==> src/rtl/adc_proto_pkg.sv <==
// Shared constants and state encodings for the ADC query responder.
// ADC_RESP_CHECKSUM_EN: when defined, every reply carries a third XOR checksum byte.
package adc_proto_pkg;

    localparam logic [7:0] CMD_BASE = 8'hA0;
    localparam int         NUM_CH   = 4;
    localparam int         VALUE_W  = 10;

`ifdef ADC_RESP_CHECKSUM_EN
    localparam int REPLY_BYTES = 3;
`else
    localparam int REPLY_BYTES = 2;
`endif

    typedef enum logic [1:0] {RX_IDLE, RX_START, RX_DATA, RX_STOP} rx_state_t;
    typedef enum logic [1:0] {TX_IDLE, TX_GAP, TX_SEND} tx_state_t;
    typedef enum logic [1:0] {SER_IDLE, SER_START, SER_DATA, SER_STOP} ser_state_t;

    // True for the channel-read commands CMD_BASE+1 .. CMD_BASE+NUM_CH.
    function automatic logic is_read_cmd(input logic [7:0] b);
        return (b > CMD_BASE) && (b <= CMD_BASE + 8'(NUM_CH));
    endfunction

endpackage

==> src/rtl/adc_uart_tx.sv <==
// 8N1 byte serializer. A start accepted while ready loads a byte; ready is
// also high in the final stop-bit cycle so the next byte follows with no gap.
module adc_uart_tx
    import adc_proto_pkg::*;
#(
    parameter int CLKS_PER_BIT = 104
) (
    input  logic       clk12MHz,
    input  logic       resetq,
    input  logic       start,
    input  logic [7:0] data,
    output logic       ready,
    output logic       done,
    output logic       tx
);

    localparam int              TMR_W    = $clog2(CLKS_PER_BIT);
    localparam logic [TMR_W-1:0] TMR_LAST = TMR_W'(CLKS_PER_BIT - 1);

    ser_state_t       state, state_next;
    logic [TMR_W-1:0] tmr;
    logic [2:0]       bit_idx;
    logic [7:0]       shreg;
    logic             tick;

    assign tick  = (tmr == '0);
    assign done  = (state == SER_STOP) && tick;
    assign ready = (state == SER_IDLE) || done;

    // State register; reset forces the line idle immediately.
    always_ff @(posedge clk12MHz or negedge resetq) begin
        if (!resetq) begin
            state <= SER_IDLE;
        end else begin
            // NOTE: non-blocking assignments for all clocked state so every flop samples pre-edge values.
            state <= state_next;
        end
    end

    // Next state and line level; tx is decoded from registered state only.
    always_comb begin
        // NOTE: defaults first so no path leaves an output unassigned (no latch).
        state_next = state;
        tx         = 1'b1;
        unique case (state)
            SER_IDLE:  if (start) state_next = SER_START;
            SER_START: begin
                tx = 1'b0;
                if (tick) state_next = SER_DATA;
            end
            SER_DATA: begin
                tx = shreg[0];
                if (tick && bit_idx == 3'd7) state_next = SER_STOP;
            end
            SER_STOP:  if (tick) state_next = start ? SER_START : SER_IDLE;
            default:   state_next = SER_IDLE;
        endcase
    end

    // Bit timer, bit index and shift register.
    always_ff @(posedge clk12MHz or negedge resetq) begin
        if (!resetq) begin
            tmr     <= '0;
            bit_idx <= '0;
            shreg   <= '0;
        end else if (ready && start) begin
            tmr     <= TMR_LAST;
            bit_idx <= '0;
            shreg   <= data;
        end else if (state != SER_IDLE) begin
            if (tick) begin
                tmr <= TMR_LAST;
                if (state == SER_DATA) begin
                    shreg   <= shreg >> 1;
                    bit_idx <= bit_idx + 3'd1;
                end
            end else begin
                tmr <= tmr - 1'b1;
            end
        end
    end

endmodule

==> src/rtl/adc_responder.sv <==
// UART responder for the ADC query protocol: decodes 0xA1..0xA4 on rx and
// replies on tx with the selected channel value, one reply active plus one
// pending. ADC_RESP_CHECKSUM_EN appends an XOR checksum byte to each reply.
module adc_responder #(
    parameter int CLKS_PER_BIT = 104,
    parameter int RESP_GAP     = 16,
    parameter int VALUE_W      = adc_proto_pkg::VALUE_W
) (
    input  logic               clk12MHz,
    input  logic               resetq,
    input  logic               rx,
    output logic               tx,
    input  logic [VALUE_W-1:0] value1,
    input  logic [VALUE_W-1:0] value2,
    input  logic [VALUE_W-1:0] value3,
    input  logic [VALUE_W-1:0] value4,
    output logic               cmd_ok,
    output logic               cmd_bad,
    output logic               overrun,
    output logic               busy
);
    import adc_proto_pkg::*;

    localparam int               TMR_W     = $clog2(CLKS_PER_BIT);
    localparam int               GAP_W     = $clog2(RESP_GAP + 1);
    localparam logic [TMR_W-1:0] BIT_LAST  = TMR_W'(CLKS_PER_BIT - 1);
    localparam logic [TMR_W-1:0] HALF_LAST = TMR_W'(CLKS_PER_BIT / 2 - 1);
    localparam logic [GAP_W-1:0] GAP_LAST  = GAP_W'(RESP_GAP - 1);
    localparam logic [1:0]       LAST_BYTE = 2'(REPLY_BYTES - 1);

    rx_state_t        rx_state, rx_next;
    logic             rx_meta, rx_sync, rx_prev, rx_fall, rx_tick;
    logic [TMR_W-1:0] rx_tmr;
    logic [2:0]       rx_idx;
    logic [7:0]       rx_shift;
    logic             rx_done, rx_stop_ok;

    tx_state_t          tx_state, tx_next;
    logic [GAP_W-1:0]   gap_tmr;
    logic [1:0]         byte_idx, send_idx;
    logic [VALUE_W-1:0] act_val, slot_val, cmd_val;
    logic               slot_full, cmd_valid;
    logic               last_done, take_slot, tx_free, load_active, load_slot;
    logic               ser_start, ser_ready, ser_done;
    logic [7:0]         ser_data, byte_hi, byte_lo;

    assign rx_fall = rx_prev && !rx_sync;
    assign rx_tick = (rx_tmr == '0);

    // Two-flop synchronizer plus one flop of history for start-edge detection.
    always_ff @(posedge clk12MHz or negedge resetq) begin
        if (!resetq) begin
            rx_meta <= 1'b1;
            rx_sync <= 1'b1;
            rx_prev <= 1'b1;
        end else begin
            rx_meta <= rx;
            rx_sync <= rx_meta;
            rx_prev <= rx_sync;
        end
    end

    // RX state register.
    always_ff @(posedge clk12MHz or negedge resetq) begin
        if (!resetq) rx_state <= RX_IDLE;
        else         rx_state <= rx_next;
    end

    // RX next state: a start bit that is high again at mid-bit is a glitch.
    always_comb begin
        rx_next = rx_state;
        unique case (rx_state)
            RX_IDLE:  if (rx_fall) rx_next = RX_START;
            RX_START: if (rx_tick) rx_next = rx_sync ? RX_IDLE : RX_DATA;
            RX_DATA:  if (rx_tick && rx_idx == 3'd7) rx_next = RX_STOP;
            RX_STOP:  if (rx_tick) rx_next = RX_IDLE;
            default:  rx_next = RX_IDLE;
        endcase
    end

    // RX timer, LSB-first shifter and the stop-sample result for decode.
    always_ff @(posedge clk12MHz or negedge resetq) begin
        if (!resetq) begin
            rx_tmr     <= '0;
            rx_idx     <= '0;
            rx_shift   <= '0;
            rx_done    <= 1'b0;
            rx_stop_ok <= 1'b0;
        end else begin
            rx_done <= (rx_state == RX_STOP) && rx_tick;
            unique case (rx_state)
                RX_IDLE: begin
                    rx_tmr <= HALF_LAST;
                    rx_idx <= '0;
                end
                RX_DATA: begin
                    if (rx_tick) begin
                        rx_tmr   <= BIT_LAST;
                        rx_shift <= {rx_sync, rx_shift[7:1]};
                        rx_idx   <= rx_idx + 3'd1;
                    end else begin
                        rx_tmr <= rx_tmr - 1'b1;
                    end
                end
                default: begin
                    rx_tmr <= rx_tick ? BIT_LAST : rx_tmr - 1'b1;
                    if (rx_state == RX_STOP && rx_tick) rx_stop_ok <= rx_sync;
                end
            endcase
        end
    end

    // Decode and queue arbitration; a finishing reply frees the slot first.
    always_comb begin
        cmd_valid = rx_done && rx_stop_ok && is_read_cmd(rx_shift);
        case (rx_shift[2:0])
            3'd1:    cmd_val = value1;
            3'd2:    cmd_val = value2;
            3'd3:    cmd_val = value3;
            default: cmd_val = value4;
        endcase
        last_done   = (tx_state == TX_SEND) && ser_done && (byte_idx == LAST_BYTE);
        take_slot   = last_done && slot_full;
        tx_free     = (tx_state == TX_IDLE) || (last_done && !slot_full);
        cmd_ok      = cmd_valid && (!slot_full || take_slot);
        overrun     = cmd_valid && !cmd_ok;
        cmd_bad     = rx_done && !cmd_valid;
        load_active = cmd_ok && tx_free;
        load_slot   = cmd_ok && !tx_free;
        busy        = (tx_state != TX_IDLE) || slot_full;
    end

    // TX sequencer state register.
    always_ff @(posedge clk12MHz or negedge resetq) begin
        if (!resetq) tx_state <= TX_IDLE;
        else         tx_state <= tx_next;
    end

    // TX sequencer next state and byte launch requests.
    always_comb begin
        tx_next   = tx_state;
        ser_start = 1'b0;
        unique case (tx_state)
            TX_IDLE: if (cmd_ok) tx_next = TX_GAP;
            TX_GAP: begin
                if (gap_tmr == '0 && ser_ready) begin
                    ser_start = 1'b1;
                    tx_next   = TX_SEND;
                end
            end
            TX_SEND: begin
                if (ser_done) begin
                    if (byte_idx != LAST_BYTE)   ser_start = 1'b1;
                    else if (slot_full || cmd_ok) tx_next  = TX_GAP;
                    else                          tx_next  = TX_IDLE;
                end
            end
            default: tx_next = TX_IDLE;
        endcase
    end

    // Reply byte selection from the snapshotted value.
    always_comb begin
        send_idx = (tx_state == TX_GAP) ? 2'd0 : byte_idx + 2'd1;
        byte_hi  = 8'(act_val >> 8);
        byte_lo  = act_val[7:0];
        case (send_idx)
            2'd0:    ser_data = byte_hi;
`ifdef ADC_RESP_CHECKSUM_EN
            2'd2:    ser_data = byte_hi ^ byte_lo;
`endif
            default: ser_data = byte_lo;
        endcase
    end

    // Gap timer, byte counter, active value and pending slot.
    always_ff @(posedge clk12MHz or negedge resetq) begin
        if (!resetq) begin
            gap_tmr   <= '0;
            byte_idx  <= '0;
            act_val   <= '0;
            slot_val  <= '0;
            slot_full <= 1'b0;
        end else begin
            if (tx_next == TX_GAP && tx_state != TX_GAP) gap_tmr <= GAP_LAST;
            else if (tx_state == TX_GAP && gap_tmr != '0) gap_tmr <= gap_tmr - 1'b1;

            if (ser_start) byte_idx <= send_idx;

            if (take_slot)        act_val <= slot_val;
            else if (load_active) act_val <= cmd_val;

            if (load_slot) begin
                slot_full <= 1'b1;
                slot_val  <= cmd_val;
            end else if (take_slot) begin
                slot_full <= 1'b0;
            end
        end
    end

    adc_uart_tx #(
        .CLKS_PER_BIT (CLKS_PER_BIT)
    ) u_tx (
        .clk12MHz (clk12MHz),
        .resetq   (resetq),
        .start    (ser_start),
        .data     (ser_data),
        .ready    (ser_ready),
        .done     (ser_done),
        .tx       (tx)
    );

endmodule

==> config.mk <==
export PLATFORM = sky130hd
export DESIGN_NAME = adc_responder
export DESIGN_NICKNAME = d
export VERILOG_FILES = /design/src/rtl/adc_proto_pkg.sv /design/src/rtl/adc_uart_tx.sv /design/src/rtl/adc_responder.sv
export SDC_FILE = /design/constraint.sdc
export NUM_CORES = 1
export LEC_CHECK = 0
export CAP_MARGIN = 20
export CELL_PAD_IN_SITES_DETAIL_PLACEMENT = 1
export CELL_PAD_IN_SITES_GLOBAL_PLACEMENT = 1
export CORE_MARGIN = 1
export CORE_UTILIZATION = 44
export DETAILED_ROUTE_END_ITERATION = 6
export GPL_ROUTABILITY_DRIVEN = 0
export PLACE_DENSITY_LB_ADDON = 0.05
export SLEW_MARGIN = 20
export SYNTH_ARGS = -nofsm -noshare
export SYNTH_HDL_FRONTEND = slang
export SYNTH_SLANG_ARGS = --single-unit
==> constraint.sdc <==
create_clock -name clk12MHz -period 2.6 [get_ports clk12MHz]
set_clock_uncertainty 0.15 [all_clocks]
set_input_delay 0.39 -clock clk12MHz [delete_from_list [all_inputs] [get_ports clk12MHz]]
set_output_delay 0.39 -clock clk12MHz [all_outputs]
set_load 0.005 [all_outputs]
# Word level (Yosys, flattened, before mapping)
# Index checks and enable logic that the tools add are counted.
# Widths: inputs -> output; s select.
op_classes:
  add_sub_neg: 6
  n_lt_le_gt_ge: 2
  n_eq_ne: 26
  n_mux: 47
  n_bitwise: 1
  n_reduce_logical: 55
ops:
  columns: ["cell", "count"]
  rows:
  - ["$mux 8", 5]
  - ["$mux 7", 5]
  - ["$pmux 10 s3", 1]
  - ["$mux 2", 14]
  - ["$logic_and 1x1->1", 21]
  - ["$mux 10", 2]
  - ["$reduce_bool 2->1", 9]
  - ["$pmux 2 s4", 2]
  - ["$mux 3", 5]
  - ["$logic_not 7->1", 2]
  - ["$sub 7x1->7 const B", 2]
  - ["$ne 2x1->1 const B", 6]
  - ["$eq 2x1->1 const B", 5]
  - ["$eq 2x2->1 const B", 5]
  - ["$mux 5", 2]
  - ["$ne 2x2->1 const B", 5]
  - ["$gt 8x8->1 const B", 1]
  - ["$le 8x8->1 const B", 1]
  - ["$logic_not 2->1", 4]
  - ["$reduce_and 4->1", 2]
  - ["$mux 1", 7]
  - ["$add 3x1->3 const B", 2]
  - ["$eq 3x2->1 const B", 2]
  - ["$eq 3x3->1 const B", 2]
  - ["other kinds (14)", 25]
totals:
  register_bits: 75
  out_inout_bits: 5

# Logic depth before layout (Yosys ltp)
# Gate-level depths: netlist (run 1).
logic_depth:
  depth_word: 15
  mapped_depth: 9
  ltp_nobuf: 7

# Hierarchy
# Synthesis (run 1) repeated with hierarchy kept, for this count alone.
unflattened:
  cells_unflattened: 393
  hier_area_um2: 4265.3
modules_own_cells:
  columns: ["module", "instances", "cells_per_inst", "area_per_inst_um2", "seq_area_each_um2"]
  rows:
  - ["adc_responder", 1, 292, 3084.2, 1380.1]
  - ["adc_uart_tx", 1, 101, 1181.1, 500.5]

# Worst setup path before layout (run 1)
# No wires, ideal clock.
synth_path:
  path_type: "register -> register"
  from: "register rx_tmr[0]"
  to: "register rx_shift[2]"
  setup_time_ns: 0.125
  arrival_time_ns: 2.113
  t_required_ns: 2.325
  slack_ns: 0.213
  stages_incl_launch_ff: 9
  path_buffers: 2
  period_less_slack_ns: 2.387
  path_cell_list: "dfrtp_1 -> inv_1 -> ha_1 -> or4b_1 -> nor3_4 -> and3b_1 -> buf_2 -> buf_4 -> mux2_2"
synth_between:
  elab_chain_len: 2
synth_rtl:
  columns: ["element", "line_no", "text"]
  rows:
  - ["start: declaration", "adc_responder.sv:33", "logic [TMR_W-1:0] rx_tmr;"]
  - ["start signal: assignment", "adc_responder.sv:102", "rx_tmr <= rx_tmr - 1'b1;"]
  - ["start signal: assignment", "adc_responder.sv:106", "rx_tmr <= rx_tick ? BIT_LAST : rx_tmr - 1'b1;"]
  - ["$logic_not 7->1", "adc_responder.sv:48", "assign rx_tick = (rx_tmr == '0);"]
  - ["$reduce_and 2->1 (no line)", null, null]
  - ["end signal: assignment", "adc_responder.sv:99", "rx_shift <= {rx_sync, rx_shift[7:1]};"]
  - ["end: declaration", "adc_responder.sv:35", "logic [7:0] rx_shift;"]
# No other way between the ends.
# A chain may end at the register's enable or synchronous reset.

# Worst setup path after layout (run 1)
layout_path:
  from: "register rx_shift[4]"
  to: "output port overrun"
layout_between:
  elab_chain_len: 6
layout_rtl:
  columns: ["element", "line_no", "text"]
  rows:
  - ["$gt 8x8->1 or $le 8x8->1 (tied branches)", "adc_proto_pkg.sv:21", "return (b > CMD_BASE) && (b <= CMD_BASE + 8'(NUM_CH));"]
  - ["$logic_and 1x1->1 (*)", "adc_proto_pkg.sv:21", null]
  - ["$logic_and 1x1->1 (*)", "adc_responder.sv:115", "cmd_valid = rx_done && rx_stop_ok && is_read_cmd(rx_shift);"]
  - ["$logic_and 1x1->1", "adc_responder.sv:125", "cmd_ok = cmd_valid && (!slot_full || take_slot);"]
  - ["$logic_not 1->1", "adc_responder.sv:126", "overrun = cmd_valid && !cmd_ok;"]
  - ["$logic_and 1x1->1 (*)", "adc_responder.sv:126", null]
  - ["end: declaration", "adc_responder.sv:19", "output logic overrun,"]
# Every way passes the cells marked *; elsewhere a longest branch is shown, timed or not.

==> reports/qor.txt, run 1 <==
Mapped Nets = 475
Endpoints failing setup = 0
Period utilization = 98.0%
Mapped Area = 4170 um^2
Crit path cell chain = nor4bb_2, o211ai_1, nor2_1, clkdlybuf4s50_1
Top cell type's share of synthesized area = 43.2%
Top cells by area, synth = dfrtp_1 (43%), mux2_2 (7.8%), ha_1 (5.1%), mux2i_1 (3.8%), o21ai_0 (3.6%)
RSZ-0062 raised after global routing = true
CTS max path bufs = 2
Mapped Cells = 415
Layout cells sized above 1 = 20.1%
Slowest cell on the critical path = clkdlybuf4s50_1
Async SR Flop Fraction = 100%
Primary FF master, synth = dfrtp_1
Largest net degree at the start of global routing = 45
Most common cell in the netlist = dfrtp_1
GRT Total Usage = 20.4%
Initial Utilization = 45.4%
Slew margin rel. = 61.3%
WL final = 9310 um
Die H = 99.4 um
Inst Count DP = 568
Drc violations = 0
PwrDens = 490 nW/um^2
Die Wd = 99.4 um
Die Footprint = 9870 um^2
Clock Sinks = 75
DPL Wire Length = 6780 um
Num CTS Buffers = 9
Syn Area/Cell = 10.1 um^2
Layout Nets = 537
Synth cell count leaders = dfrtp_1 (72), nand2_1 (37), o21ai_0 (30), mux2_2 (29), nor2_1 (29)
Setup WS post-layout = 0.0526 ns
EDFF count, synth = 0
Clock Latency Late Sink = 0.35 ns
Worst Path Required = 2.06 ns
Vias per cell = 5.56
Gr ovfl total = 0
Status = finished, final reports clean
Final hold vios = 0
I/O Pins = 48
Crit start category = register
Drt pass-1 iters = 4
Synth area leader = dfrtp_1
Finished Layout Cells = 593
Number of global-route vias before repair = 3421
Num rows = 35
Yosys reg bits = 75
Core area = 9200 um^2
ANT cells = 0
CP peak stage delay = 0.51 ns
Buf+Inv Stages, Crit Path = 1
Vias = 3299
Initial antenna violation count = 0
Clk pin slew, worst setup/hold paths = 0.08 ns
Power, Total = 0.00253 W
CP arrival = 2.01 ns
1st-iter DRT viols = 99
Syn. warnings = 0
Setup TNS = 0 ns
Max-Cap Viols = 0
Critical path peak fanout = 4
Worst Hold Slack = 0.210 ns
Max Slew Vio Count = 0
IO Port Bufs = 47
Global-route wire length before repair = 16100 um
Layout area overhead = 23.8%
Final min period = 2.55 ns
Leakage = 2.39 nW
Least-Margin Pin Slew = 0.580 ns
Seq/Total Area, Yosys = 45.1%
CP endpoint kind = output pin
Max Fclk = 0.393 GHz
Remaining antenna violation count = 0
Top delay family on crit path = buffers and inverters
Peak supply drop = 0.400 mV
Clk root buf = clkbuf_8
CP Class = reg -> out
Routed WL per cell = 15.7 um
Post-synth cell types = 62
Post-Place Worst Slack = 0.140 ns
Worst Hold Class = reg -> reg
CTS tree = done
Max H-tree Level = 3
[cell families after synthesis]
logic type                 synth area share, %
and+or+nand+nor                           17.6
AOI/OAI and AO/OA                         14.5
DFF                                       45.1
muxes                                     11.7
buffers and inverters                     3.66
adders and majority gates                 5.10
xor gates and xnor gates                  2.31
[cell type report]
class / instances / area (um^2)
Clock inverter: 6 / 70.1
Fill cell: 1032 / 4030
Sequential cell: 75 / 1880
Inverter: 15 / 56.3
Multi-Input combinational cell: 302 / 2200
Clock buffer: 10 / 138
Timing Repair Buffer: 74 / 683
Tap cell: 111 / 139
[path summary, 6_finish.rpt]
check,startpoint,to,slack (ns),cells after the start
max in group asynchronous,resetq,byte_idx[1],1.36,3
hold reg to reg,rx_meta,rx_sync,0.21,0
hold / removal,rx_meta,rx_sync,0.21,0
setup / recovery,rx_shift[4],overrun,0.05,4
min in group asynchronous,resetq,gap_tmr[3],0.36,2
setup reg to reg,gap_tmr[0],u_tx.tmr[5],0.14,8
[sequential cells by signal, summed over array words and instances, names as in the netlist, 2 cells and up, named ones only]
register and count:
u_tx.shreg 8, tx_state 2, rx_tmr 7, u_tx.tmr 7, u_tx.state 2, rx_idx 3, slot_val 10, byte_idx 2
gap_tmr 5, act_val 10, rx_shift 8, u_tx.bit_idx 3
[where the power goes]
| group | switching, W | internal (W) |
|---|---|---|
| clock | 0.000463 | 0.000476 |
| sequential | 0.0000782 | 0.00123 |
| combinational | 0.000124 | 0.000154 |
| total | 0.000665 | 0.00186 |
[cell usage in the layout, fill, tap and decap left out, types with 3 or more instances in the layout]
master	n
a21oi_1	23
a221oi_1	11
buf_4	26
clkbuf_8	10
clkdlybuf4s50_1	44
clkinvlp_4	3
dfrtp_1	72
dfstp_2	3
ha_1	13
inv_1	13
mux2_2	29
mux2i_1	16
nand2_1	36
nand2b_1	8
nand3_1	10
nand3b_1	12
nor2_1	29
nor2b_1	5
nor3_1	5
o211ai_1	6
o21ai_0	30
or2_2	3
xnor2_1	4
xor2_1	7
[what timing repair did]
item | in CTS | in global routing
buffers inserted | 3 | 5
hold endpoints to repair | 28 | 0
gates resized for setup | 12 | 4
pin swaps | 4 | 3
endpoints found under the setup margin | 3 | 2
hold buffers | 1 | 0
[layer usage]
| layer | vias to the layer above | wire length, um | GRT usage, % | part of all wire [%] |
|---|---|---|---|---|
| met2 | 56 | 4340 | 32.2 | 47 |
| met4 | 0 | 89 | 6.56 | 0.96 |
| met5 | - | 0 | 0 | 0 |
| met3 | 9 | 328 | 4.08 | 3.5 |
| met1 | 1620 | 4550 | 28.4 | 49 |
| li1 | 1614 | - | - | - |
[metrics by stage]
step / area (um^2) / utilization, %
global placement: 4830 / 52.5
finish: 5170 / 56.2
global route: 5170 / 56.2
floorplan: 4170 / -
CTS: 5100 / 55.5
detailed placement: 4830 / 52.5
(Power assumes the default switching activity.)
==> inputs of run 2 (changes only) <==
==> constraint.sdc (replaced) <==
create_clock -name clk12MHz -period 2.6 [get_ports clk12MHz]
set_clock_uncertainty 0.15 [all_clocks]
set_input_delay 0.52 -clock clk12MHz [delete_from_list [all_inputs] [get_ports clk12MHz]]
set_output_delay 0.52 -clock clk12MHz [all_outputs]
set_load 0.005 [all_outputs]
==> run 2 against run 1 <==
  * Worst hold slack worse by 0.00057 ns
  * Largest cell class unchanged
  * Global-route usage up 1.2 points
  * Sequential cell count unchanged
  * Die area unchanged
  * Register-to-register slack worse by 0.04 ns
  * Combinational power about the same
  * Highest routed layer unchanged
==> reports/qor.txt, run 2 (synthesis results as in run 1) <==
Slowest cell on the critical path = clkdlybuf4s50_1 (unchanged)
Crit start category = register (unchanged)
Largest net degree at the start of global routing = 45 (unchanged)
Die Footprint = 9870 um^2 (unchanged)
Initial Utilization = 45.4% (unchanged)
Status = finished, final reports clean (unchanged)
Setup TNS = 0 ns (unchanged)
Routed WL per cell = 16.5 um (was 15.7 um)
ANT cells = 0 (unchanged)
Layout cells sized above 1 = 22.4% (was 20.1%)
Final min period = 2.55 ns (about the same)
CP peak stage delay = 0.51 ns (about the same)
Global-route wire length before repair = 16900 um (was 16100 um)
I/O Pins = 48 (unchanged)
Max Fclk = 0.393 GHz (about the same)
Period utilization = 98.0% (about the same)
PwrDens = 480 nW/um^2 (was 490 nW/um^2)
Vias per cell = 5.63 (was 5.56)
Num rows = 35 (unchanged)
Core area = 9200 um^2 (unchanged)
Finished Layout Cells = 598 (was 593)
Most frequent CP cell = inv_1
GRT met1 Usage = 28.3% (was 28.4%)
GRT Total Usage = 21.6% (was 20.4%)
Drt pass-1 iters = 4 (unchanged)
Inst Count DP = 571 (was 568)
CP Class = reg -> out (unchanged)
1st-iter DRT viols = 127 (was 99)
Initial antenna violation count = 0 (unchanged)
GR peak layer = met2 (unchanged)
Final Util = 57.1% (was 56.2%)
Max H-tree Level = 3 (unchanged)
Finished Cell Area = 5250 um^2 (was 5170 um^2)
Slew margin rel. = 61.9% (was 61.3%)
RSZ-0062 raised after global routing = true (unchanged)
CTS tree = done (unchanged)
Num CTS Buffers = 9 (unchanged)
Drc violations = 0 (unchanged)
Largest regs = act_val (10), slot_val (10) (unchanged)
Gr ovfl total = 0 (unchanged)
Worst Hold Class = reg -> reg (unchanged)
Met3 Usage GRT = 4.64% (was 4.08%)
Crit path cell chain = inv_1, ha_2, nor2b_2, inv_1, clkdlybuf4s50_1 (was nor4bb_2, o211ai_1, nor2_1, clkdlybuf4s50_1)
Clk pin slew, worst setup/hold paths = 0.08 ns (about the same)
CP arrival = 1.88 ns (was 2.01 ns)
Leakage = 2.42 nW (was 2.39 nW)
CP endpoint kind = output pin (unchanged)
WL final = 9880 um (was 9310 um)
Least-Margin Pin Slew = 0.571 ns (was 0.580 ns)
Layout fillers = 1026 (was 1032)
Most common cell after layout, fill and taps aside = dfrtp_1 (unchanged)
Final hold vios = 0 (unchanged)
Post-DP Area = 4850 um^2 (was 4830 um^2)
Max-Cap Viols = 0 (unchanged)
Layout Nets = 542 (was 537)
Clock Sinks = 75 (unchanged)
Global routing usage on met2 = 36.5% (was 32.2%)
Endpoints failing setup = 0 (unchanged)
Worst Path Required = 1.93 ns (was 2.06 ns)
Remaining antenna violation count = 0 (unchanged)
DPL Wire Length = 6920 um (was 6780 um)
CTS max path bufs = 2 (unchanged)
Peak supply drop = 0.302 mV (was 0.400 mV)
Most frequent cells in the layout = dfrtp_1 (71), clkdlybuf4s50_1 (42), nand2_1 (36), buf_4 (30) (was dfrtp_1 (72), clkdlybuf4s50_1 (44), nand2_1 (36), o21ai_0 (30))
Die Wd = 99.4 um (unchanged)
Clk root buf = clkbuf_8 (unchanged)
Clock Latency Late Sink = 0.35 ns (about the same)
IO Port Bufs = 47 (unchanged)
Critical path peak fanout = 5 (was 4)
Layout area overhead = 25.8% (was 23.8%)
Vias = 3368 (was 3299)
Number of global-route vias before repair = 3517 (was 3421)
Die H = 99.4 um (unchanged)
Max Slew Vio Count = 0 (unchanged)
Worst Hold Slack = 0.209 ns (was 0.210 ns)
-- run 2: metal layers --
metal  routed length [um]  up-vias  share of wire (%)
met5                    0        -                  0
met4                   82        0               0.83
met3                  317        8                3.2
met2                 4900       49                 50
met1                 4580     1682                 46
li1                     -     1629                  -
-- run 2: per-stage QoR --
step	setup WS, ns	power, W
global placement	0.141	0.00160
detailed placement	0.112	0.00162
finish	0.0527	0.00252
floorplan	0.213	0.00148
global route	-0.0320	0.00264
CTS	0.0000184	0.00255
-- run 2: worst paths after layout --
kind	start	to	slack, ns	cells past startpoint
setup reg to reg	u_tx.state[0]	u_tx.tmr[5]	0.10	8
setup / recovery	tx_state[0]	busy	0.05	5
min in group asynchronous	resetq	gap_tmr[3]	0.49	2
hold / removal	rx_meta	rx_sync	0.21	0
hold reg to reg	rx_meta	rx_sync	0.21	0
max in group asynchronous	resetq	act_val[5]	1.22	3
-- run 2: what timing repair did --
item,4_1_cts,5_1_grt
buffers inserted,6,4
gates resized for setup,16,14
hold buffers,1,0
hold endpoints to repair,28,0
setup endpoints to repair,4,6
pin swaps,6,2
-- run 2: critical path, delay by kind of cell (launching register included) --
family	cells	cell delay (ns)
adders and majority gates	1	0.22
buffers and inverters	3	0.71
DFF	1	0.44
and+or+nand+nor	1	0.16
-- run 2: power breakdown --
group / internal, W / switching [W]
combinational: 0.000154 / 0.000126
sequential: 0.00123 / 0.0000841
clock: 0.000467 / 0.000453
-- run 2: final cells by class --
class / instances / area [um^2] / area share [%]
Sequential cell: 75 / 1880 / 35.9
Timing Repair Buffer: 79 / 726 / 13.8
Inverter: 15 / 60.1 / 1.14
Clock buffer: 10 / 138 / 2.62
Clock inverter: 6 / 65.1 / 1.24
Tap cell: 111 / 139 / 2.65
Multi-Input combinational cell: 302 / 2240 / 42.7
